[src/rtl/vector_sequencer_pkg.sv]
// Shared types for the vector sequencer: controller state encoding and a
// counter-width helper that never returns zero.
package vector_sequencer_pkg;

  typedef enum logic [2:0] {
    IDLE   = 3'd0,
    CONFIG = 3'd1,
    RESET  = 3'd2,
    RUN    = 3'd3,
    DRAIN  = 3'd4,
    DONE   = 3'd5
  } seq_state_t;

  function automatic int cnt_width(input int n);
    return (n > 1) ? $clog2(n) : 1;
  endfunction

endpackage

[src/rtl/vector_sequencer_config_regfile.sv]
// Configuration register file: one write port, every register visible at
// once on a flattened bus, asynchronously cleared.
module config_regfile #(
  parameter int data_width = 32,
  parameter int reg_count  = 32,
  parameter int addr_width = 5
) (
  input  logic                            clk,
  input  logic                            rst_n,
  input  logic                            wr_en,
  input  logic [addr_width-1:0]           wr_addr,
  input  logic [data_width-1:0]           wr_data,
  output logic [reg_count*data_width-1:0] regs_flat
);

  genvar gi;
  generate
    for (gi = 0; gi < reg_count; gi++) begin : g_reg
      logic [data_width-1:0] word_reg;

      always_ff @(posedge clk or negedge rst_n) begin
        if (!rst_n) begin
          word_reg <= '0;
        end else if (wr_en && (wr_addr == addr_width'(gi))) begin
          word_reg <= wr_data;
        end
      end

      assign regs_flat[gi*data_width +: data_width] = word_reg;
    end
  endgenerate

endmodule

[src/rtl/vector_sequencer.sv]
// Sequences one DUT run: load configuration words, hold the DUT in reset,
// stream stimulus vectors and return sampled responses.
// Optional RUN watchdog enabled by defining VECTOR_SEQUENCER_TIMEOUT_EN.
module vector_sequencer
  import vector_sequencer_pkg::*;
#(
  parameter int register_size      = 32,
  parameter int register_count     = 32,
  parameter int input_vector_size  = 32,
  parameter int output_vector_size = 32,
  parameter int reset_cycles       = 5,
  parameter int max_cycles         = 10000
) (
  input  logic                                    clk,
  input  logic                                    logic_reset_n,
  input  logic                                    start,
  input  logic [register_size-1:0]                cfg_data,
  input  logic                                    cfg_valid,
  output logic                                    cfg_ready,
  output logic [register_count*register_size-1:0] config_regs,
  output logic                                    dut_reset,
  input  logic [input_vector_size-1:0]            in_data,
  input  logic                                    in_valid,
  input  logic                                    in_last,
  output logic                                    in_ready,
  output logic [input_vector_size-1:0]            input_vector,
  input  logic [output_vector_size-1:0]           dut_output,
  output logic [output_vector_size-1:0]           out_data,
  output logic                                    out_valid,
  output logic                                    busy,
  output logic                                    done,
  output logic                                    timeout
);

  localparam int CfgW = cnt_width(register_count);
  localparam int RstW = cnt_width(reset_cycles);

  seq_state_t      state_reg, state_next;
  logic [CfgW-1:0] cfg_cnt_reg;
  logic [RstW-1:0] rst_cnt_reg;
  logic            drain_cnt_reg;
  logic            xfer_pending_reg;
  logic            run_expired;
  logic            cfg_xfer, in_xfer, cfg_last, rst_last;

  assign cfg_xfer = cfg_valid & cfg_ready;
  assign in_xfer  = in_valid & in_ready;
  assign cfg_last = (cfg_cnt_reg == CfgW'(register_count - 1));
  assign rst_last = (rst_cnt_reg == RstW'(reset_cycles - 1));

  always_ff @(posedge clk or negedge logic_reset_n) begin
    if (!logic_reset_n) begin
      state_reg <= IDLE;
    end else begin
      state_reg <= state_next;
    end
  end

  always_comb begin
    state_next = state_reg;
    case (state_reg)
      IDLE, DONE: if (start) state_next = CONFIG;
      CONFIG:     if (cfg_xfer && cfg_last) state_next = RESET;
      RESET:      if (rst_last) state_next = RUN;
      RUN: begin
        // The watchdog wins over a simultaneous in_last.
        if (run_expired) state_next = DONE;
        else if (in_xfer && in_last) state_next = DRAIN;
      end
      DRAIN:      if (drain_cnt_reg) state_next = DONE;
      default:    state_next = IDLE;
    endcase
  end

  always_comb begin
    cfg_ready = (state_reg == CONFIG);
    in_ready  = (state_reg == RUN);
    dut_reset = (state_reg == IDLE) || (state_reg == CONFIG) || (state_reg == RESET);
    busy      = (state_reg != IDLE) && (state_reg != DONE);
    done      = (state_reg == DONE);
  end

  // Phase counters restart whenever their phase is not active.
  always_ff @(posedge clk or negedge logic_reset_n) begin
    if (!logic_reset_n) begin
      cfg_cnt_reg   <= '0;
      rst_cnt_reg   <= '0;
      drain_cnt_reg <= 1'b0;
    end else begin
      cfg_cnt_reg   <= (state_reg != CONFIG) ? '0 : (cfg_xfer ? cfg_cnt_reg + 1'b1 : cfg_cnt_reg);
      rst_cnt_reg   <= (state_reg == RESET) ? rst_cnt_reg + 1'b1 : '0;
      drain_cnt_reg <= (state_reg == DRAIN) ? ~drain_cnt_reg : 1'b0;
    end
  end

  // The response to a transfer is sampled one edge after the vector is applied.
  always_ff @(posedge clk or negedge logic_reset_n) begin
    if (!logic_reset_n) begin
      input_vector     <= '0;
      xfer_pending_reg <= 1'b0;
      out_data         <= '0;
      out_valid        <= 1'b0;
    end else begin
      xfer_pending_reg <= in_xfer;
      out_valid        <= xfer_pending_reg;
      if (in_xfer) input_vector <= in_data;
      if (xfer_pending_reg) out_data <= dut_output;
    end
  end

`ifdef VECTOR_SEQUENCER_TIMEOUT_EN
  localparam int RunW = $clog2(max_cycles + 1);

  logic [RunW-1:0] run_cnt_reg;
  logic            timeout_reg;

  assign run_expired = (state_reg == RUN) && (run_cnt_reg == RunW'(max_cycles - 1));
  assign timeout     = timeout_reg;

  always_ff @(posedge clk or negedge logic_reset_n) begin
    if (!logic_reset_n) begin
      run_cnt_reg <= '0;
      timeout_reg <= 1'b0;
    end else begin
      run_cnt_reg <= (state_reg == RUN) ? run_cnt_reg + 1'b1 : '0;
      if (start && ((state_reg == IDLE) || (state_reg == DONE))) timeout_reg <= 1'b0;
      else if (run_expired) timeout_reg <= 1'b1;
    end
  end
`else
  assign run_expired = 1'b0;
  assign timeout     = 1'b0;
`endif

  config_regfile #(
    .data_width (register_size),
    .reg_count  (register_count),
    .addr_width (CfgW)
  ) u_regfile (
    .clk       (clk),
    .rst_n     (logic_reset_n),
    .wr_en     (cfg_xfer),
    .wr_addr   (cfg_cnt_reg),
    .wr_data   (cfg_data),
    .regs_flat (config_regs)
  );

endmodule

[config.mk]
export PLATFORM = sky130hd
export DESIGN_NAME = vector_sequencer
export DESIGN_NICKNAME = d
export VERILOG_FILES = /design/src/rtl/vector_sequencer_pkg.sv /design/src/rtl/vector_sequencer_config_regfile.sv /design/src/rtl/vector_sequencer.sv
export SDC_FILE = /design/constraint.sdc
export NUM_CORES = 1
export LEC_CHECK = 0
export ABC_AREA = 1
export CORE_AREA = 2 2 468 470
export DETAILED_ROUTE_END_ITERATION = 10
export DIE_AREA = 0 0 470 472
export SETUP_SLACK_MARGIN = 0.2
export SLEW_MARGIN = 20
export SYNTH_ARGS = -nofsm -noshare
export SYNTH_HDL_FRONTEND = slang
export SYNTH_SLANG_ARGS = --single-unit
[constraint.sdc]
create_clock -name clk -period 3.9 [get_ports clk]
set_input_delay 0.39 -clock clk [delete_from_list [all_inputs] [get_ports clk]]
set_output_delay 0.39 -clock clk [all_outputs]
set_load 0.005 [all_outputs]
==> impl_metrics.py, run 1 <==
metrics = {
    "finish": {
        "fin_util": 0.274,
        "syn2layout_area_growth_pct": 48.4,
        "final_cell_mix": "1194 x clkdlybuf4s50_1, 1102 x dfrtp_1, 1014 x nand2_1",
        "final_nets": 5008,
        "final_common_cell": "clkdlybuf4s50_1",
        "drive_above_1_share": 0.0846,
        "largest_reg_flops": 1024,
    },
    "sta": {
        "tns_ns": 0,
        "finalSetupViolations": 0,
        "final_hold_viol_count": 0,
        "rsz0062_at_grt": "no",
        "slew_headroom": 0.197,
        "slew_violations": 0,
        "max_freq_ghz": 0.355,
        "layout_min_cycle_time_ns": 2.82,
        "skew_ns": 0.0722,
        "worst_pin_slew_ns": 1.20,
        "period_share": 0.722,
    },
    "hold_path": {
        "hp-class": "primary input to flop",
    },
    "synth": {
        "yosysTopAreaCell": "dfrtp_1",
        "synth_area_leaders": "dfrtp_1 69%, o21ai_0 11%, nand2_1 9.5%",
        "synth_ff_type": "dfrtp_1",
        "syn_avg_cell_area_sq_um": 10.5,
        "synth_top_area_share": 0.690,
        "postSynthCellCount": 3801,
        "synth-seq-cells": 1102,
        "syn_nets": 3911,
        "seq_area_frac_synth": 0.690,
        "synth_cell_type_count": 35,
        "synth-edff-count": 0,
        "yosysWarnings": 0,
        "synthArstFlopShare": 1.00,
        "syn_area_sq_um": 40000,
    },
    "placement": {
        "place_hpwl_mm": 126,
        "numPortBuffers": 1195,
        "gp_congestion": 0.804,
    },
    "setup_path": {
        "critPathCaptureType": "flop",
        "cp_data_required_time_ns": 4.52,
        "path_class": "flop to flop",
        "critPathArrivalTime_ns": 3.44,
        "worstPathMaxFanout": 64,
        "critPathLaunchType": "flop",
    },
    "grt": {
        "grt_use_met3": 0.0550,
        "met2_usage": 0.256,
        "grt_start_max_net_pins": 103,
        "grt_pass1_wl_mm": 256,
        "grt_use_met1": 0.198,
        "antenna_found_initial": 47,
        "track_usage": 0.161,
        "grt_pass1_vias": 32200,
        "overflow": 0,
        "grt.busiest_layer": "met2",
    },
    "route": {
        "wl_mm": 184,
        "vias": 32600,
        "via_per_inst": 4.13,
        "drtPass1Iterations": 6,
        "drc": 0,
        "drt_first_iter_violations": 2813,
        "wire_per_inst_um": 23.3,
        "ant_nets": 0,
    },
    "clocking": {
        "cts_buffers": 119,
        "htreeDepth": 3,
        "numClockSinks": 1102,
        "post-cts-setup-buffer-count": 0,
        "clockBufferDepth": 3,
        "cts_root_buf": "clkbuf_16",
        "clock_latency_ns": 0.77,
        "cts_tree": "yes",
        "clkTransAtPathRegs_ns": 0.06,
    },
    "power": {
        "p_leak_nw": 25.6,
        "total_power_mw": 29.4,
        "power-per-cell-area_nw_per_um2": 496,
        "irDropWorstVdd_mv": 0.393,
    },
    "floorplanning": {
        "dieHeight_um": 472,
        "rows": 171,
        "initial_core_util": 0.185,
        "ioPinCount": 1197,
        "die_area_sq_um": 222000,
        "dieWidth_um": 470,
        "core_area_sq_um": 217000,
    },
    "status": {
        "status": "complete, no violations",
    },
    "flow_run": {
        "maxCapViolCount": 0,
    },
}
critical path, stage by stage, from the launching register on:
cell	delay [ns]
dfrtp_1	0.52
nor2_2	0.15
nand2_2	0.20
nor2_8	0.53
nand2_8	0.20
nor2_8	0.78
nor2_1	0.11
a21oi_1	0.17
cell usage after synthesis (2+ instances only):
library cell  count
inv_2             2
clkbuf_1        214
a21oi_1         108
ha_1              8
inv_1            84
nand2_4           9
clkbuf_2         10
nor2_8            6
buf_1             3
nor2_4            3
a21oi_2          24
nand3_1          11
nand4_1           4
buf_4            11
nor3_1            2
o21ai_0         843
o21ai_1          59
nand2_2          17
nand2_1        1014
nand3_2           4
mux2_2           32
dfrtp_1        1102
nor2_1          152
buf_6            10
buf_2            59
cell type report:
class	instances	area [sq um]
clock buffers	174	3550
flip-flops and latches	1102	27600
diodes	37	92.6
well taps	2854	3570
inverters	86	324
fillers	22700	157000
multi-input cells	2305	10700
repair buffers	1284	12800
clock inverters	47	652
what timing repair did:
action	in CTS	in global routing
setup endpoints to repair	0	0
hold buffers	1	0
hold endpoints to repair	34	0
gates resized for setup	0	0
power by group:
part	internal, mW	switching (mW)
clock	6.99	4.99
sequential	12.3	0.560
combinational	2.21	2.31
layer usage:
metal / up-vias / part of all wire
met5: - / 0.00047
met3: 304 / 0.11
li1: 14600 / -
met2: 1614 / 0.46
met1: 16100 / 0.40
met4: 16 / 0.035
stage by stage:
stage / hold WS, ns / setup WS, ns / std cells / instance area [sq um]
after floorplan: 0.0944 / 2.17 / 3801 / 40000
after global placement: 0.444 / 0.937 / 7629 / 55000
after detailed placement: 0.461 / 0.869 / 7630 / 55000
after CTS: 0.0356 / 0.961 / 7852 / 59200
after global routing: 0.120 / 0.844 / 7854 / 59200
final: 0.143 / 1.08 / 7889 / 59300
cells by family (layout without fill, tap and decap cells):
group | count (synthesis) | in the layout | share of synthesized area
compound gates | 1036 | 1036 | 0.132
xor+xnor | 1 | 1 | 0.000219
fa+ha+maj | 8 | 8 | 0.00250
buf+inv | 394 | 1591 | 0.0425
flops | 1102 | 1102 | 0.690
mux | 32 | 32 | 0.00902
other cells | 1 | 38 | 0.0000938
simple gates | 1227 | 1227 | 0.124
path summary, 6_finish.rpt:
check,from,end,slack (ns),cells after the start
max in group asynchronous,logic_reset_n,u_regfile.g_reg[23].word_reg[27],2.17,3
worst min-delay path,in_data[18],input_vector[18],0.14,3
min in group asynchronous,logic_reset_n,u_regfile.g_reg[31].word_reg[12],0.26,2
worst max-delay path,state_reg[2],u_regfile.g_reg[3].word_reg[9],1.08,7
worst max register to register,state_reg[2],u_regfile.g_reg[3].word_reg[9],1.08,7
worst min register to register,rst_cnt_reg[0],rst_cnt_reg[0],0.46,1
Note: power is estimated with default switching activity, not from simulation.
==> run 2: changes to the inputs <==
Settings changed: CORE_AREA 2 2 468 470 to 2 2 465 467, DIE_AREA 0 0 470 472 to 0 0 467 469.
Clock period 3.9 ns to 2.4 ns, I/O delays scaled along.
==> impl_metrics.py, run 2 (synthesis results as in run 1) <==
metrics = {
    "clocking": {
        "htreeDepth": 3,
        "cts_root_buf": "clkbuf_16",
        "clock_latency_ns": 0.76,
        "cts_tree": "yes",
        "cts_buffers": 116,
        "clockBufferDepth": 3,
        "clkTransAtPathRegs_ns": 0.06,
        "numClockSinks": 1102,
    },
    "grt": {
        "overflow": 0,
        "grt_pass1_wl_mm": 254,
        "grt_start_max_net_pins": 68,
        "antenna_found_initial": 50,
        "track_usage": 0.162,
        "grt_pass1_vias": 32900,
    },
    "power": {
        "p_leak_nw": 26.4,
        "irDropWorstVdd_mv": 0.634,
        "power-per-cell-area_nw_per_um2": 788,
        "total_power_mw": 48.1,
    },
    "setup_path": {
        "r2r_end": "u_regfile.g_reg[2].word_reg[5]",
        "path_cells": "buf_4, buf_4, nor2_2, nand2_4, nor2_8, nand2_8, nor2_8, buf_12, clkbuf_16, nor2_1, a21oi_1",
        "critPathCaptureType": "flop",
        "crit_path_top_delay_cell": "dfrtp_1",
        "worst_path_largest_cell_delay_ns": 0.39,
        "critPathArrivalTime_ns": 2.81,
        "path_class": "flop to flop",
        "cp_data_required_time_ns": 3.05,
        "rrSetupSlack_ns": 0.24,
        "critPathLaunchType": "flop",
        "worstReg2RegStart": "state_reg[2]",
        "r2r_cells": 11,
        "crit_family": "simple AND/OR/NAND/NOR gates",
        "cp.buffers_inverters": 4,
        "cp.depth": 11,
        "worstPathMaxFanout": 32,
    },
    "hold_path": {
        "hp-class": "primary input to flop",
        "hold_depth": 3,
        "min-delay-start": "in_data[25]",
        "whs_endpoint": "input_vector[25]",
    },
    "finish": {
        "drive_above_1_share": 0.100,
        "largest_reg_flops": 1024,
        "final_common_cell": "clkdlybuf4s50_1",
        "final_cell_mix": "1187 x clkdlybuf4s50_1, 1102 x dfrtp_1, 1014 x nand2_1",
        "syn2layout_area_growth_pct": 52.7,
        "fin_util": 0.285,
        "final_area_sq_um": 61000,
        "final_nets": 5114,
    },
    "floorplanning": {
        "rows": 170,
        "initial_core_util": 0.187,
        "ioPinCount": 1197,
        "dieHeight_um": 469,
        "core_area_sq_um": 214000,
        "die_area_sq_um": 219000,
        "dieWidth_um": 467,
    },
    "route": {
        "vias": 33100,
        "drc": 0,
        "ant_nets": 0,
        "wire_per_inst_um": 23.5,
        "via_per_inst": 4.16,
        "wl_mm": 187,
        "drtPass1Iterations": 5,
        "drt_first_iter_violations": 3120,
    },
    "status": {
        "status": "complete, no violations",
    },
    "placement": {
        "place_hpwl_mm": 128,
        "numPortBuffers": 1195,
        "place_ws_ns": 0.106,
        "gp_congestion": 0.815,
        "dpl_cell_area_sq_um": 56300,
    },
    "sta": {
        "period_share": 0.900,
        "slew_violations": 0,
        "skew_ns": 0.0451,
        "worst_pin_slew_ns": 0.897,
        "slew_headroom": 0.402,
        "max_freq_ghz": 0.463,
        "final_hold_viol_count": 0,
        "fin_ws_ns": 0.241,
        "tns_ns": 0,
        "rsz0062_at_grt": "yes",
        "layout_min_cycle_time_ns": 2.16,
        "finalSetupViolations": 0,
    },
    "flow_run": {
        "maxCapViolCount": 0,
    },
}
==> run 2: changes by cell type in the layout (fill, tap and decap cells not counted), moves of 4 or more <==
cell | previous run | this run
buf_12 | 14 | 75
dlygate4sd3_1 | 1 | 23
diode_2 | 37 | 24
buf_4 | 74 | 86
clkdlybuf4s50_1 | 1194 | 1187
clkbuf_8 | 34 | 28
buf_6 | 0 | 5
dlygate4sd2_1 | 0 | 5
buf_16 | 0 | 4
nand2_8 | 1 | 5
==> run 2: power breakdown <==
part | internal (mW) | switching (mW)
Sequential | 20.0 | 0.835
Combinational | 3.90 | 4.04
Clock | 11.3 | 8.02
==> run 2: through the flow <==
step / hold WS [ns] / cells
4_1_cts: 0.000310 / 7928
3_3_place_gp: 0.372 / 7686
5_1_grt: 0.0239 / 7945
2_1_floorplan: -0.0556 / 3801
6_report: 0.100 / 7964
3_5_place_dp: 0.376 / 7686
==> run 2: timing repair <==
| action | CTS | global route |
|---|---|---|
| gates resized for setup | 15 | 21 |
| hold buffers | 23 | 0 |
| cloned | 0 | 5 |
| setup endpoints to repair | 6 | 512 |
| buffers inserted | 3 | 7 |
| hold endpoints to repair | 28 | 0 |
| pin swaps | 1 | 5 |
==> run 2: how the worst max path moves through the flow <==
stage	start	endpoint	slack [ns]
floorplan	cfg_cnt_reg[0]	u_regfile.g_reg[10].word_reg[10]	0.67
CTS	state_reg[1]	cfg_ready	0.06
global placement	cfg_valid	u_regfile.g_reg[7].word_reg[12]	0.17
detailed placement	cfg_valid	u_regfile.g_reg[7].word_reg[1]	0.11
finish	state_reg[2]	u_regfile.g_reg[2].word_reg[5]	0.24
global route	state_reg[2]	u_regfile.g_reg[2].word_reg[9]	0.14
==> run 2: cell type report <==
type,count,area (sq um)
inverter,86,325
clock inverter,50,719
multi-input combinational,2305,10800
fill,22100,153000
antenna,24,60.1
tap,2838,3550
clock buffer,166,3390
timing repair buffer,1393,14600
sequential,1102,27600
==> run 2: routing by layer <==
metal | track usage | part of all wire
met1 | 0.202 | 0.40
met4 | 0.0618 | 0.037
met2 | 0.258 | 0.45
met3 | 0.0550 | 0.10
met5 | 0 | 0.00095
==> run 2: worst min-delay path, delay by kind of cell <==
kind / cells / cell delay (ns)
buffers and inverters: 1 / 0.44
and+or+nand+nor: 2 / 0.14
